[config.mk]
export PLATFORM = sky130hd
export DESIGN_NAME = poly_div_35by18_flat
export DESIGN_NICKNAME = d
export VERILOG_FILES = /design/src/rtl/poly_div_35by18_if.sv /design/src/rtl/poly_div_35by18.sv /design/src/flat_wrapper.sv
export SDC_FILE = /design/constraint.sdc
export NUM_CORES = 1
export LEC_CHECK = 0
export ABC_CLOCK_PERIOD_IN_PS = 18100
export BUFFER_PORTS_ARGS = -buffer_cell sky130_fd_sc_hd__buf_2
export CORE_MARGIN = 4
export CORE_UTILIZATION = 40
export CTS_BUF_LIST = sky130_fd_sc_hd__clkbuf_4
export DETAILED_ROUTE_END_ITERATION = 10
export HOLD_SLACK_MARGIN = 0.08
export PLACE_DENSITY_LB_ADDON = 0.3
export SLEW_MARGIN = 30
export SYNTH_ARGS = -nofsm -noshare
export SYNTH_HDL_FRONTEND = slang
export SYNTH_SLANG_ARGS = --single-unit
[constraint.sdc]
create_clock -name clk -period 18.1 [get_ports clk]
set_clock_uncertainty 0.15 [all_clocks]
set_input_delay 3.62 -clock clk [delete_from_list [all_inputs] [get_ports clk]]
set_output_delay 3.62 -clock clk [all_outputs]
set_load 0.005 [all_outputs]
[src/rtl/poly_div_35by18_if.sv]
// Handshake bus for the GF(2) 35-by-18 polynomial divider: request pair in, quotient/remainder out.
interface poly_div_35by18_if;
    logic        in_valid;
    logic        in_ready;
    logic [34:0] a;
    logic [17:0] b;
    logic        out_valid;
    logic        out_ready;
    logic [34:0] q;
    logic [16:0] r;
    logic        err;

    modport master (
        output in_valid, a, b, out_ready,
        input  in_ready, out_valid, q, r, err
    );

    modport slave (
        input  in_valid, a, b, out_ready,
        output in_ready, out_valid, q, r, err
    );
endinterface

[src/rtl/poly_div_35by18.sv]
// Bit-serial carry-less (GF(2)) division a = q*b ^ r, one dividend bit per RUN cycle.
// Optional macro POLY_DIV_ZERO_CHECK_EN: b == 0 is flagged via err and skips the RUN phase.
module poly_div_35by18 (
    input  logic                    clk,
    input  logic                    rst,
    poly_div_35by18_if.slave        bus
);

    typedef enum logic [1:0] {
        ST_IDLE = 2'd0,
        ST_RUN  = 2'd1,
        ST_DONE = 2'd2
    } state_t;

    state_t      r_state;
    state_t      w_state_nxt;

    logic [34:0] r_a_sh;
    logic [34:0] r_q_work;
    logic [17:0] r_b;
    logic [17:0] r_rem;
    logic [4:0]  r_degb;
    logic [5:0]  r_cnt;
    logic        r_zero;

    logic        r_in_ready;
    logic        r_out_valid;
    logic [34:0] r_q;
    logic [16:0] r_r;
    logic        r_err;

    logic        w_accept;
    logic        w_b_zero;
    logic [17:0] w_rem_shift;
    logic [17:0] w_top;
    logic        w_hit;
    logic [17:0] w_rem_nxt;

    function automatic logic [4:0] f_degree(input logic [17:0] v);
        logic [4:0] d;
        d = 5'd0;
        for (int i = 0; i < 18; i++) begin
            if (v[i]) begin
                d = i[4:0];
            end else begin
                d = d;
            end
        end
        return d;
    endfunction

    assign w_accept = r_in_ready & bus.in_valid;

`ifdef POLY_DIV_ZERO_CHECK_EN
    assign w_b_zero = (bus.b == 18'd0);
`else
    assign w_b_zero = 1'b0;
`endif

    // Next partial remainder: shift in the next dividend bit, reduce by b when its top term appears
    always_comb begin
        w_rem_shift = {r_rem[16:0], r_a_sh[34]};
        w_top       = 18'd1 << r_degb;
        w_hit       = |(w_rem_shift & w_top);
        if (w_hit) begin
            w_rem_nxt = w_rem_shift ^ r_b;
        end else begin
            w_rem_nxt = w_rem_shift;
        end
    end

    // Next-state decode
    always_comb begin
        w_state_nxt = r_state;
        case (r_state)
            ST_IDLE: begin
                if (w_accept) begin
                    if (w_b_zero) begin
                        w_state_nxt = ST_DONE;
                    end else begin
                        w_state_nxt = ST_RUN;
                    end
                end else begin
                    w_state_nxt = ST_IDLE;
                end
            end
            ST_RUN: begin
                if (r_cnt == 6'd0) begin
                    w_state_nxt = ST_DONE;
                end else begin
                    w_state_nxt = ST_RUN;
                end
            end
            ST_DONE: begin
                if (r_out_valid && bus.out_ready) begin
                    w_state_nxt = ST_IDLE;
                end else begin
                    w_state_nxt = ST_DONE;
                end
            end
            default: begin
                w_state_nxt = ST_IDLE;
            end
        endcase
    end

    // State register and registered in_ready
    always_ff @(posedge clk or posedge rst) begin
        if (rst) begin
            r_state    <= ST_IDLE;
            r_in_ready <= 1'b1;
        end else begin
            r_state    <= w_state_nxt;
            r_in_ready <= (w_state_nxt == ST_IDLE);
        end
    end

    // Division datapath: operand capture on accept, one quotient bit per RUN cycle
    always_ff @(posedge clk or posedge rst) begin
        if (rst) begin
            r_a_sh   <= 35'd0;
            r_q_work <= 35'd0;
            r_b      <= 18'd0;
            r_rem    <= 18'd0;
            r_degb   <= 5'd0;
            r_cnt    <= 6'd0;
            r_zero   <= 1'b0;
        end else begin
            case (r_state)
                ST_IDLE: begin
                    if (w_accept) begin
                        r_a_sh   <= bus.a;
                        r_b      <= bus.b;
                        r_degb   <= f_degree(bus.b);
                        r_rem    <= 18'd0;
                        r_q_work <= 35'd0;
                        r_cnt    <= 6'd34;
                        r_zero   <= w_b_zero;
                    end else begin
                        r_cnt    <= r_cnt;
                    end
                end
                ST_RUN: begin
                    r_a_sh   <= {r_a_sh[33:0], 1'b0};
                    r_rem    <= w_rem_nxt;
                    r_q_work <= {r_q_work[33:0], w_hit};
                    if (r_cnt != 6'd0) begin
                        r_cnt <= r_cnt - 6'd1;
                    end else begin
                        r_cnt <= 6'd0;
                    end
                end
                ST_DONE: begin
                    r_cnt <= r_cnt;
                end
                default: begin
                    r_cnt <= 6'd0;
                end
            endcase
        end
    end

    // Result registers: loaded once on entering DONE, held until the consumer takes them
    always_ff @(posedge clk or posedge rst) begin
        if (rst) begin
            r_out_valid <= 1'b0;
            r_q         <= 35'd0;
            r_r         <= 17'd0;
            r_err       <= 1'b0;
        end else begin
            if ((r_state == ST_DONE) && !r_out_valid) begin
                r_out_valid <= 1'b1;
                r_q         <= r_q_work;
                r_r         <= r_rem[16:0];
                r_err       <= r_zero;
            end else if (r_out_valid && bus.out_ready) begin
                r_out_valid <= 1'b0;
            end else begin
                r_out_valid <= r_out_valid;
            end
        end
    end

    assign bus.in_ready  = r_in_ready;
    assign bus.out_valid = r_out_valid;
    assign bus.q         = r_q;
    assign bus.r         = r_r;
    assign bus.err       = r_err;

endmodule

[src/flat_wrapper.sv]
// flat-port wrapper written by rule: the top's interface ports become plain ports
module poly_div_35by18_flat 
  (clk, rst, bus_in_valid, bus_a, bus_b, bus_out_ready, bus_in_ready, bus_out_valid, bus_q, bus_r, bus_err);
  poly_div_35by18_if bus_i ();
  input  logic clk;
  input  logic rst;
  input wire logic [$bits(bus_i.in_valid)-1:0] bus_in_valid;
  input wire logic [$bits(bus_i.a)-1:0] bus_a;
  input wire logic [$bits(bus_i.b)-1:0] bus_b;
  input wire logic [$bits(bus_i.out_ready)-1:0] bus_out_ready;
  output wire logic [$bits(bus_i.in_ready)-1:0] bus_in_ready;
  output wire logic [$bits(bus_i.out_valid)-1:0] bus_out_valid;
  output wire logic [$bits(bus_i.q)-1:0] bus_q;
  output wire logic [$bits(bus_i.r)-1:0] bus_r;
  output wire logic [$bits(bus_i.err)-1:0] bus_err;
  assign bus_i.in_valid = bus_in_valid;
  assign bus_i.a = bus_a;
  assign bus_i.b = bus_b;
  assign bus_i.out_ready = bus_out_ready;
  assign bus_in_ready = bus_i.in_ready;
  assign bus_out_valid = bus_i.out_valid;
  assign bus_q = bus_i.q;
  assign bus_r = bus_i.r;
  assign bus_err = bus_i.err;
  poly_div_35by18 u_core (.clk(clk), .rst(rst), .bus(bus_i));
endmodule
==> impl_metrics.py <==
metrics = {
    "final_layout": {
        "nets": 819,
        "multiInputGateArea_um2": 2864,
        "seq_area_um2": 4280,
        "drive_gt1_share_pct": 27.37,
        "finalNonFillerCells": 1001,
        "area_growth_pct": 13.67,
        "nFillCells": 1684,
    },
    "setup_path": {
        "path_cells": "buf_2",
        "critPathSlowestCell": "dfstp_2",
        "crit_type": "reg -> out",
        "cp-end-kind": "output port",
        "crit_path_start_kind": "flop",
        "crit_required_ns": 14.33,
        "arrival_ns": 1.24,
        "critPathMaxStageDelay_ns": 0.56,
        "r2r.worst_path.cells": 6,
        "ff2ff_setup_slack_ns": 15.56,
        "r2r-start": "u_core.r_degb[0]$_DFFE_PP0P_",
        "r2r-end": "u_core.r_rem[4]$_DFFE_PP0P_",
        "cp_num_buf_inv": 1,
        "crit_fanout": 3,
        "crit_family": "flip-flops",
    },
    "yosys": {
        "async_reset_ff_share_pct": 100.0,
        "synth_fp_nets": 732,
        "ys_types": 45,
        "synth_area_um2": 7403,
        "ys_ff_latch": 171,
        "synth_top_area_cell": "dfrtp_1",
        "synthCells": 673,
        "synth_top_area_share_pct": 57.46,
        "synth_edf_count": 0,
        "synth-warning-count": 0,
        "synth_area_leaders": "dfrtp_1 (57%), mux2_2 (7.9%), nor2_1 (4.4%)",
        "ys.flop_type": "dfrtp_1",
        "seq_area_frac_synth_pct": 57.82,
        "syn_avg_cell_area_um2": 11.00,
    },
    "pwr": {
        "pwr-share-seq_pct": 46.1,
        "sw_frac_of_total_pct": 38.75,
        "power_leakage_uw": 0.003948,
        "power_frac_clock_pct": 16.8,
        "p_comb_share_pct": 37.1,
        "vdd_drop_max_mv": 0.08046,
        "internal_power_uw": 812.8,
        "switching_power_uw": 514.2,
        "p_total_uw": 1327,
        "powerDensity_nw_per_um2": 157.7,
    },
    "cts": {
        "cts_max_path_buffers": 2,
        "cts_tree": "yes",
        "cts_root_buffer": "clkbuf_4",
        "cts-buffers-inserted": 17,
        "cts.sink_count": 171,
        "cts_resized": 0,
        "cts.clk_slew.worst_paths_ns": 0.12,
        "cts_setup_buffers": 0,
        "cts_max_level": 4,
        "cts_hold_buf": 0,
        "clk_latency_ns": 0.57,
    },
    "floorplanning": {
        "core-area_um2": 18090,
        "die_y_um": 144.0,
        "rows": 49,
        "ios": 112,
        "die_x_um": 144.0,
        "die-area_um2": 20750,
        "initial_core_util_pct": 40.93,
    },
    "routing": {
        "vias": 5432,
        "drt_iter0_drc": 481,
        "antenna_left": 0,
        "totalWireLength_um": 16510,
        "post-route-drc-count": 0,
        "firstDrtPassIters": 5,
        "wl_per_cell_um": 16.49,
        "routed_via_density": 5.427,
    },
    "worst_hold_path": {
        "min_path_type": "reg -> reg",
        "worstHoldStart": "u_core.bus.q[12]$_DFFE_PP0P_",
        "holdPathStages": 1,
        "whs_endpoint": "u_core.bus.q[12]$_DFFE_PP0P_",
    },
    "run_status": {
        "outcome": "completed",
    },
    "global_routing": {
        "grt_max_degree": 103,
        "grt_pass1_vias": 5137,
        "grt_use_total_pct": 16.21,
        "antenna_found_initial": 1,
        "overflow": 0,
        "grt_pass1_wl_um": 26830,
    },
    "timing": {
        "tightest_slew_ns": 0.8809,
        "max-slew-margin-rel_pct": 41.28,
        "rsz0062_at_grt": "false",
        "finalCritPeriodShare_pct": 27.70,
        "setup_tns_ns": 0,
        "fmax_mhz": 199.5,
        "setup_viol": 0,
        "layout_setup_ws_ns": 13.09,
        "fin_crit_ns": 5.014,
        "slew_viol_final": 0,
        "finalHoldViolCount": 0,
    },
    "placement": {
        "dp_hpwl_um": 10290,
        "post-place-ws_ns": 12.58,
        "port_buffers": 110,
        "gp_congestion": 0.7693,
        "dp_cells": 970,
    },
    "run": {
        "drv_cap": 0,
    },
}
## sequential cells by signal (all words and copies together) (netlist names), 5 cells and up
name,cells
u_core.bus.q,35
u_core.r_a_sh,35
u_core.r_q_work,35
u_core.bus.r,17
u_core.r_b,17
u_core.r_rem,17
u_core.r_cnt,6
u_core.r_degb,5
## per-layer routing
metal  wire length [um]  global-route usage [%]
met4                260                   4.906
met3               1113                   5.390
met2               7330                   23.81
met1               7800                   22.94
met5                  0                       0
## kinds of logic (layout without fill, tap and decap cells)
kind of cell               after synthesis  after routing  share of synthesized area [%]
and+or+nand+nor                        210            210                          13.25
DFF                                    171            171                          57.82
AOI/OAI and AO/OA                      159            159                          15.68
buffers and inverters                   72            170                          4.124
muxes                                   58             58                          8.738
adders and majority gates                2              2                         0.3380
other                                    1              2                        0.05065
## cells in the final DEF, fill, tap and decap left out, types with 8 or more instances in the layout
| master | n |
|---|---|
| nand3_1 | 37 |
| a21oi_1 | 8 |
| nor2_1 | 85 |
| a32o_1 | 17 |
| buf_2 | 110 |
| o21ai_0 | 28 |
| dfrtp_1 | 170 |
| a22o_1 | 35 |
| mux2_2 | 52 |
| buf_4 | 8 |
| o22ai_1 | 34 |
| a31oi_1 | 18 |
| nand2_1 | 29 |
| clkbuf_4 | 21 |
| inv_1 | 21 |
| or3_1 | 36 |
## power groups by stage
stage	registers [uW]	logic, uW	clock network (uW)
floorplan	585	388	0
global placement	616	487	0
detailed placement	618	499	0
CTS	612	499	232
global route	631	556	250
finish	611	492	224
## metrics by stage
step	hold WS (ns)	instance area [um2]	util [%]
5_1_grt	0.3836	8416	46.53
3_3_place_gp	0.3315	8122	44.90
3_5_place_dp	0.3339	8129	44.95
2_1_floorplan	0.3104	7403	-
4_1_cts	0.3681	8411	46.50
6_report	0.3624	8416	46.53
## cells in the mapped netlist, types with 3 or more instances
library cell and n:
dfrtp_1 170, nor2_1 87, mux2_2 52, nand3_1 37
or3_1 36, a22o_1 35, clkbuf_1 34, o22ai_1 34
nand2_1 29, o21ai_0 28, inv_1 22, a31oi_1 18
a32o_1 17, a21oi_1 8, buf_2 6, nor2b_1 6
mux2i_1 5, buf_1 4, nor3_1 4, o41ai_1 4
buf_4 3, nand2b_1 3, o31ai_1 3
## final cells by class
| class | count | share of cell area, % |
|---|---|---|
| diodes | 1 | 0.02974 |
| clock buffers | 21 | 1.873 |
| clock inverters | 9 | 1.472 |
| inverters | 22 | 1.070 |
| multi-input cells | 430 | 34.03 |
| flip-flops and latches | 171 | 50.86 |
| well taps | 229 | 3.405 |
| repair buffers | 118 | 7.255 |
## how the worst max path moves through the flow
stage	from	to	slack, ns	depth (start not counted)
floorplan	rst	u_core.bus.out_valid$_DFFE_PP0P_	9.70	1
global placement	rst	u_core.bus.q[28]$_DFFE_PP0P_	12.59	3
detailed placement	rst	u_core.bus.q[27]$_DFFE_PP0P_	12.58	3
CTS	u_core.bus.in_ready$_DFF_PP1_	bus_in_ready	13.04	1
global route	u_core.bus.in_ready$_DFF_PP1_	bus_in_ready	13.00	1
finish	u_core.bus.in_ready$_DFF_PP1_	bus_in_ready	13.09	1
(Power assumes the default switching activity.)
